File: config.mk
export PLATFORM = sky130hd
export DESIGN_NAME = mcu_reg_bank
export DESIGN_NICKNAME = d
export VERILOG_FILES = /design/src/rtl/mcu_reg_pkg.sv /design/src/rtl/mcu_bus_sync.sv /design/src/rtl/mcu_reg_bank.sv
export SDC_FILE = /design/constraint.sdc
export NUM_CORES = 1
export LEC_CHECK = 0
export CAP_MARGIN = 5
export CELL_PAD_IN_SITES_DETAIL_PLACEMENT = 2
export CELL_PAD_IN_SITES_GLOBAL_PLACEMENT = 2
export CORE_ASPECT_RATIO = 1.5
export CORE_MARGIN = 1.5
export CORE_UTILIZATION = 37
export CTS_CLUSTER_DIAMETER = 30
export DETAILED_ROUTE_END_ITERATION = 7
export GPL_ROUTABILITY_DRIVEN = 0
export HOLD_SLACK_MARGIN = 0.06
export PLACE_DENSITY = 0.89
export SLEW_MARGIN = 20
export SYNTH_ARGS = -nofsm -noshare
export SYNTH_HDL_FRONTEND = slang
export SYNTH_SLANG_ARGS = --single-unit
File: constraint.sdc
create_clock -name clk_i -period 2.21 [get_ports clk_i]
set_input_delay 0.221 -clock clk_i [delete_from_list [all_inputs] [get_ports clk_i]]
set_output_delay 0.221 -clock clk_i [all_outputs]
set_load 0.02 [all_outputs]
File: src/rtl/mcu_reg_pkg.sv
// rtl/mcu_reg_pkg.sv - register map constants for the MCU bus register bank
package mcu_reg_pkg;

    localparam logic [7:0] ADDR_ID      = 8'h00;
    localparam logic [7:0] ADDR_CTRL    = 8'h01;
    localparam logic [7:0] ADDR_LED     = 8'h02;
    localparam logic [7:0] ADDR_TONE_L  = 8'h03;
    localparam logic [7:0] ADDR_TONE_H  = 8'h04;
    localparam logic [7:0] ADDR_SCRATCH = 8'h05;
    localparam logic [7:0] ADDR_BEEP    = 8'h06;

    localparam int CTRL_SOUND  = 0;
    localparam int CTRL_LCDRST = 1;
    localparam int CTRL_LCDBK  = 2;

endpackage

File: src/rtl/mcu_bus_sync.sv
// rtl/mcu_bus_sync.sv - MCU strobe synchronisers and single-shot write strobe
module mcu_bus_sync #(
    parameter int STAGES = 2
) (
    input  logic clk_i,
    input  logic rst_i,
    input  logic cs_i,
    input  logic rd_i,
    input  logic wr_i,
    output logic rd_q_o,
    output logic wr_stb_o
);

    logic [STAGES-1:0] cs_sync_q;
    logic [STAGES-1:0] rd_sync_q;
    logic [STAGES-1:0] wr_sync_q;
    logic              wr_q;
    logic              wr_prev_q;

    assign wr_q = cs_sync_q[STAGES-1] & wr_sync_q[STAGES-1];

    // Shift each strobe through its own chain; remember last wr_q for edge detect
    always_ff @(posedge clk_i or posedge rst_i) begin
        if (rst_i) begin
            cs_sync_q <= '0;
            rd_sync_q <= '0;
            wr_sync_q <= '0;
            wr_prev_q <= 1'b0;
        end else begin
            cs_sync_q <= {cs_sync_q[STAGES-2:0], cs_i};
            rd_sync_q <= {rd_sync_q[STAGES-2:0], rd_i};
            wr_sync_q <= {wr_sync_q[STAGES-2:0], wr_i};
            wr_prev_q <= wr_q;
        end
    end

    assign rd_q_o   = cs_sync_q[STAGES-1] & rd_sync_q[STAGES-1];
    assign wr_stb_o = wr_q & ~wr_prev_q;

endmodule

File: src/rtl/mcu_reg_bank.sv
// rtl/mcu_reg_bank.sv - MCU bus register bank with tone generator; MCU_REG_BEEP_EN adds the self-timed beep
module mcu_reg_bank #(
    parameter logic [7:0] VERSION     = 8'h55,
    parameter int         LED_W       = 8,
    parameter logic [7:0] LED_RST     = 8'h55,
    parameter int         SYNC_STAGES = 2,
    parameter int         TICK_DIV    = 50000
) (
    input  logic             clk_i,
    input  logic             mcu_rst_i,
    input  logic             mcu_cs_i,
    input  logic             mcu_rd_i,
    input  logic             mcu_wr_i,
    input  logic [7:0]       mcu_addr_i8,
    input  logic [7:0]       mcu_wrdat_i8,
    output logic [7:0]       mcu_rddat_o8,
    output logic             sound_o,
    output logic [LED_W-1:0] led_o,
    output logic             lcd_rst_o,
    output logic             lcd_bk_o
);

    import mcu_reg_pkg::*;

    logic             rd_q;
    logic             wr_stb;
    logic [2:0]       ctrl_q, ctrl_d;
    logic [LED_W-1:0] led_q, led_d;
    logic [15:0]      tone_div_q, tone_div_d;
    logic [7:0]       scratch_q, scratch_d;
    logic [15:0]      tone_cnt_q, tone_cnt_d;
    logic             tone_q, tone_d;
    logic             tone_clr;
    logic [7:0]       rddat_q, rddat_d;
    logic [7:0]       rd_val;
    logic [7:0]       led_rd;
    logic [7:0]       beep_rd;
    logic             beep_active;

    mcu_bus_sync #(
        .STAGES (SYNC_STAGES)
    ) u_sync (
        .clk_i    (clk_i),
        .rst_i    (mcu_rst_i),
        .cs_i     (mcu_cs_i),
        .rd_i     (mcu_rd_i),
        .wr_i     (mcu_wr_i),
        .rd_q_o   (rd_q),
        .wr_stb_o (wr_stb)
    );

    // Register writes on the single write strobe; tone registers also restart the tone
    always_comb begin
        ctrl_d     = ctrl_q;
        led_d      = led_q;
        tone_div_d = tone_div_q;
        scratch_d  = scratch_q;
        tone_clr   = 1'b0;
        if (wr_stb) begin
            case (mcu_addr_i8)
                ADDR_CTRL:    ctrl_d = mcu_wrdat_i8[2:0];
                ADDR_LED:     led_d = mcu_wrdat_i8[LED_W-1:0];
                ADDR_TONE_L: begin
                    tone_div_d[7:0] = mcu_wrdat_i8;
                    tone_clr        = 1'b1;
                end
                ADDR_TONE_H: begin
                    tone_div_d[15:8] = mcu_wrdat_i8;
                    tone_clr         = 1'b1;
                end
                ADDR_SCRATCH: scratch_d = mcu_wrdat_i8;
                default:      ;
            endcase
        end
    end

    // Tone counter runs 0..tone_div and toggles the tone on wrap; a zero divider parks it
    always_comb begin
        tone_cnt_d = tone_cnt_q + 16'd1;
        tone_d     = tone_q;
        if (tone_clr || (tone_div_q == 16'd0)) begin
            tone_cnt_d = 16'd0;
            tone_d     = 1'b0;
        end else if (tone_cnt_q == tone_div_q) begin
            tone_cnt_d = 16'd0;
            tone_d     = ~tone_q;
        end
    end

`ifdef MCU_REG_BEEP_EN
    localparam int PW = (TICK_DIV > 1) ? $clog2(TICK_DIV) : 1;

    logic [PW-1:0] presc_q, presc_d;
    logic [7:0]    beep_q, beep_d;

    // A BEEP write (re)loads the count; otherwise the count drops once per tick down to 0
    always_comb begin
        presc_d = presc_q + PW'(1);
        beep_d  = beep_q;
        if (wr_stb && (mcu_addr_i8 == ADDR_BEEP)) begin
            presc_d = '0;
            beep_d  = mcu_wrdat_i8;
        end else if (presc_q == PW'(TICK_DIV - 1)) begin
            presc_d = '0;
            if (beep_q != 8'd0) begin
                beep_d = beep_q - 8'd1;
            end
        end
    end

    // Beep prescaler and remaining-tick count
    always_ff @(posedge clk_i or posedge mcu_rst_i) begin
        if (mcu_rst_i) begin
            presc_q <= '0;
            beep_q  <= 8'd0;
        end else begin
            presc_q <= presc_d;
            beep_q  <= beep_d;
        end
    end

    assign beep_rd     = beep_q;
    assign beep_active = (beep_q != 8'd0);
`else
    assign beep_rd     = 8'd0;
    assign beep_active = 1'b0;
`endif

    // Read map; narrow LED register is zero-extended
    always_comb begin
        led_rd                = 8'd0;
        led_rd[LED_W-1:0]     = led_q;
        rd_val                = 8'd0;
        case (mcu_addr_i8)
            ADDR_ID:      rd_val = VERSION;
            ADDR_CTRL:    rd_val = {5'd0, ctrl_q};
            ADDR_LED:     rd_val = led_rd;
            ADDR_TONE_L:  rd_val = tone_div_q[7:0];
            ADDR_TONE_H:  rd_val = tone_div_q[15:8];
            ADDR_SCRATCH: rd_val = scratch_q;
            ADDR_BEEP:    rd_val = beep_rd;
            default:      rd_val = 8'd0;
        endcase
        rddat_d = rd_q ? rd_val : 8'd0;
    end

    // Register file, tone state and registered read data
    always_ff @(posedge clk_i or posedge mcu_rst_i) begin
        if (mcu_rst_i) begin
            ctrl_q     <= 3'd0;
            led_q      <= LED_RST[LED_W-1:0];
            tone_div_q <= 16'd0;
            scratch_q  <= 8'd0;
            tone_cnt_q <= 16'd0;
            tone_q     <= 1'b0;
            rddat_q    <= 8'd0;
        end else begin
            ctrl_q     <= ctrl_d;
            led_q      <= led_d;
            tone_div_q <= tone_div_d;
            scratch_q  <= scratch_d;
            tone_cnt_q <= tone_cnt_d;
            tone_q     <= tone_d;
            rddat_q    <= rddat_d;
        end
    end

    assign mcu_rddat_o8 = rddat_q;
    assign led_o        = led_q;
    assign lcd_rst_o    = ctrl_q[CTRL_LCDRST];
    assign lcd_bk_o     = ctrl_q[CTRL_LCDBK];
    assign sound_o      = tone_q & (ctrl_q[CTRL_SOUND] | beep_active);

endmodule

==> reports/results.ini <==
[cells_and_area]
final.fill_count=836
fin_nets=336
synthToLayoutAreaGrowth_pct=27.6
diodes=0
area.sequential_mm2=0.00168
post-route-util_pct=48.6
final_layout_size_suffix_gt1_share_pct=23.5
footprint_of_the_multi_input_gates_mm2=0.00139

[sta]
post-route-period-util_pct=88.3
timing_max_transition_violations_final=0
finClkSkew_ps=9.66
final-hold-violation-count=0
fmaxAchievable_mhz=513
final.hold.worst_slack_ps=283
grt_setup_unrepaired=false
totalNegativeSetupSlack_ps=0
setup_viol_count_final=0
slew_headroom_pct=72.6
min_period_ps=1950
worst_pin_slew_ps=411

[clock_network]
tritoncts=built
post_cts_resize_count=0
holdBufCountCts=0
cts.clk_slew.worst_paths_ps=50
root_buffer=clkbuf_16
number_of_clock_sinks_seen_by_cts=67
cts_max_path_buffers=2
htree_num_levels=3
clock_latency_ps=330
cts-buffers-inserted=9
cts_setup_buffers=0

[synthesis]
synth_area_leaders=dfrtp_1 (49%), mux2_2 (12%), xnor2_1 (4.7%), dfstp_2 (3.3%), a211oi_1 (3.1%)
synthDominantCellAreaShare_pct=49.5
synth_cell_type_count=38
post-synth-top-count-cell=dfrtp_1
postSynth.asyncResetShare_pct=100
dominantRegCellSynth=dfrtp_1
synth_area_per_cell_um2=12.1
synthDominantAreaCellType=dfrtp_1
synth.ff_latch_count=67
synth.yosys.warnings=0
synthCells=263
synth_nets=285
number_of_enable_flip_flop_cells_after_synthesis=0
netlist_top_cells_count=dfrtp_1 (63), mux2_2 (34), xnor2_1 (17)
netlist_area_mm2=0.00319
synth_sequential_area_ratio_pct=52.8

[routing]
via_count=2387
drt-vias-per-instance=5.60
dr.pass1.iters=4
final_antenna_violating_net_count=0
detail_route.wirelength_um=10300
remaining_drc_errors=0
initial_drc_count=65
route.detailed.wl_per_inst_um=24.1

[floorplanning]
floorplan.io_pins=40
core_area_mm2=0.00836
initial_core_util_pct=38.1
die_w_um=78.8
die_height_um=117
design.die.area_mm2=0.00919
floorplan.rows=41

[worst_setup_path]
cp_slowest_stage_delay_ps=460
timing.critical_path.to_type=flop
timing.critical_path.max_delay_family=simple AND/OR/NAND/NOR gates
r2r_slack_ps=320
criticalPathCategory=in2reg
crit-reg2reg-capture=led_o[5]
crit_buf_inv=1
timing.critical_path.arrival_ps=2160
critical-path-slowest-cell=and3b_1
crit_path_start_kind=input pin
critical_path.max_fanout=8
reg2regPathDepth=4
cp_data_required_time_ps=2420
worst_r2r_startpoint=u_sync.wr_prev_q
cell_by_cell_listing_of_the_critical_path=clkdlybuf4s50_1 -> nor4_4 -> and3_1 -> and3b_1 -> mux2_2

[job]
max_cap_viol_count=0

[global_route]
first_global_vias=2757
grt_remaining_overflow=0
gr-usage-all-layers_pct=24.4
antenna_found_initial=0
maximum_number_of_pins_on_one_net_before_global_route_repair=68
grt_pass1_wl_um=16300

[pwr]
worst_vdd_drop_mv=0.779
p_int_mw=2.42
power.switching_mw=0.928
combPwrFrac_pct=14.5
power.switching_fraction_pct=27.7
clock_network_fraction_of_total_power_pct=42.8
power-per-cell-area_mw_per_mm2=824
seq_power_share_pct=42.6
power_leakage_nw=1.75

[place]
portBuffers=39
place_hpwl_um=6890

[status]
run_status=complete, no violations

[min_path]
hold_class=in2async

[cell type report]
class                      instances  area share, %
tap                              107           3.29
sequential                        67           41.3
clock buffer                      11           5.97
inverter                           6          0.554
clock inverter                     5           1.29
timing repair buffer              54           13.3
multi-input combinational        176           34.3
[power by group through the flow]
stage                     registers, mW  clock network, mW  logic (mW)
after floorplan                    1.41                  0       0.313
after global placement             1.44                  0       0.441
after detailed placement           1.44                  0       0.477
after CTS                          1.43               1.45       0.497
after global routing               1.44               1.50       0.536
final                              1.43               1.44       0.487
[state kept, by name, summed over array words and instances, names as in the netlist]
| register | cells |
|---|---|
| u_sync.wr_sync_q | 2 |
| scratch_q | 8 |
| u_sync.wr_prev_q | 1 |
| ctrl_q | 3 |
| tone_div_q | 16 |
| led_o | 8 |
| mcu_rddat_o8 | 8 |
| u_sync.rd_sync_q | 2 |
| u_sync.cs_sync_q | 2 |
| tone_cnt_q | 16 |
| tone_q | 1 |
[routing by layer]
layer / vias to the layer above / routed length (µm) / GRT usage [%]
met5: - / 0 / 0
met4: 0 / 280 / 10.6
met3: 21 / 218 / 4.30
met2: 47 / 5850 / 45.8
met1: 1254 / 3940 / 26.7
li1: 1065 / - / -
[worst min-delay path, cell delays in order]
cell and delay [ps]:
clkdlybuf4s50_1 410, inv_2 70, buf_12 300
[placed cells by master, fill, tap and decap left out, types with 2 or more instances in the layout]
master	netlist	final
dfrtp_1	63	63
clkdlybuf4s50_1	0	39
mux2_2	34	34
xnor2_1	17	17
nand4_1	14	14
a211oi_1	13	13
nor3_1	12	12
buf_4	5	12
xor2_1	10	10
nand3_1	9	9
clkbuf_16	0	9
o21ai_0	6	6
a21oi_1	6	6
inv_1	6	5
and3_1	5	5
and2_1	5	5
a22oi_1	5	5
nor4_1	4	4
nand2_1	4	4
nor2_1	4	4
mux2i_1	4	4
dfstp_2	4	4
and3b_1	3	3
or3_1	3	3
a221oi_1	3	3
clkinv_2	0	3
buf_12	0	3
nor4_4	2	2
nor2b_1	2	2
nand3_2	2	2
nor3b_1	2	2
[per-stage QoR]
| step | instance area, µm² | power (mW) | setup WS [ps] | cells |
|---|---|---|---|---|
| floorplan | 3190 | 1.73 | 312 | 263 |
| global placement | 3770 | 1.88 | 84.7 | 410 |
| detailed placement | 3770 | 1.92 | -4.65 | 410 |
| CTS | 4070 | 3.38 | 275 | 426 |
| global route | 4070 | 3.47 | 132 | 426 |
| finish | 4070 | 3.35 | 260 | 426 |
[logic make-up (layout without fill, tap and decap cells)]
kind of cell | count (synthesis) | count (layout) | share of synthesized area (%)
simple gates | 74 | 74 | 14.7
flops | 67 | 67 | 52.8
mux | 38 | 38 | 13.3
compound gates | 36 | 36 | 7.97
xor+xnor | 27 | 27 | 7.42
buf+inv | 20 | 76 | 3.49
fa+ha+maj | 1 | 1 | 0.393
[worst max path at each step]
stage | startpoint | to | slack [ps] | cells past startpoint
floorplan | mcu_rst_i | ctrl_q[0] | 310 | 1
global placement | mcu_addr_i8[5] | led_o[7] | 80 | 5
detailed placement | mcu_addr_i8[5] | led_o[1] | -5 | 5
CTS | mcu_addr_i8[5] | led_o[5] | 270 | 5
global route | mcu_addr_i8[5] | led_o[5] | 130 | 5
finish | mcu_addr_i8[5] | led_o[5] | 260 | 5
Power figures use the tool's default switching activity.
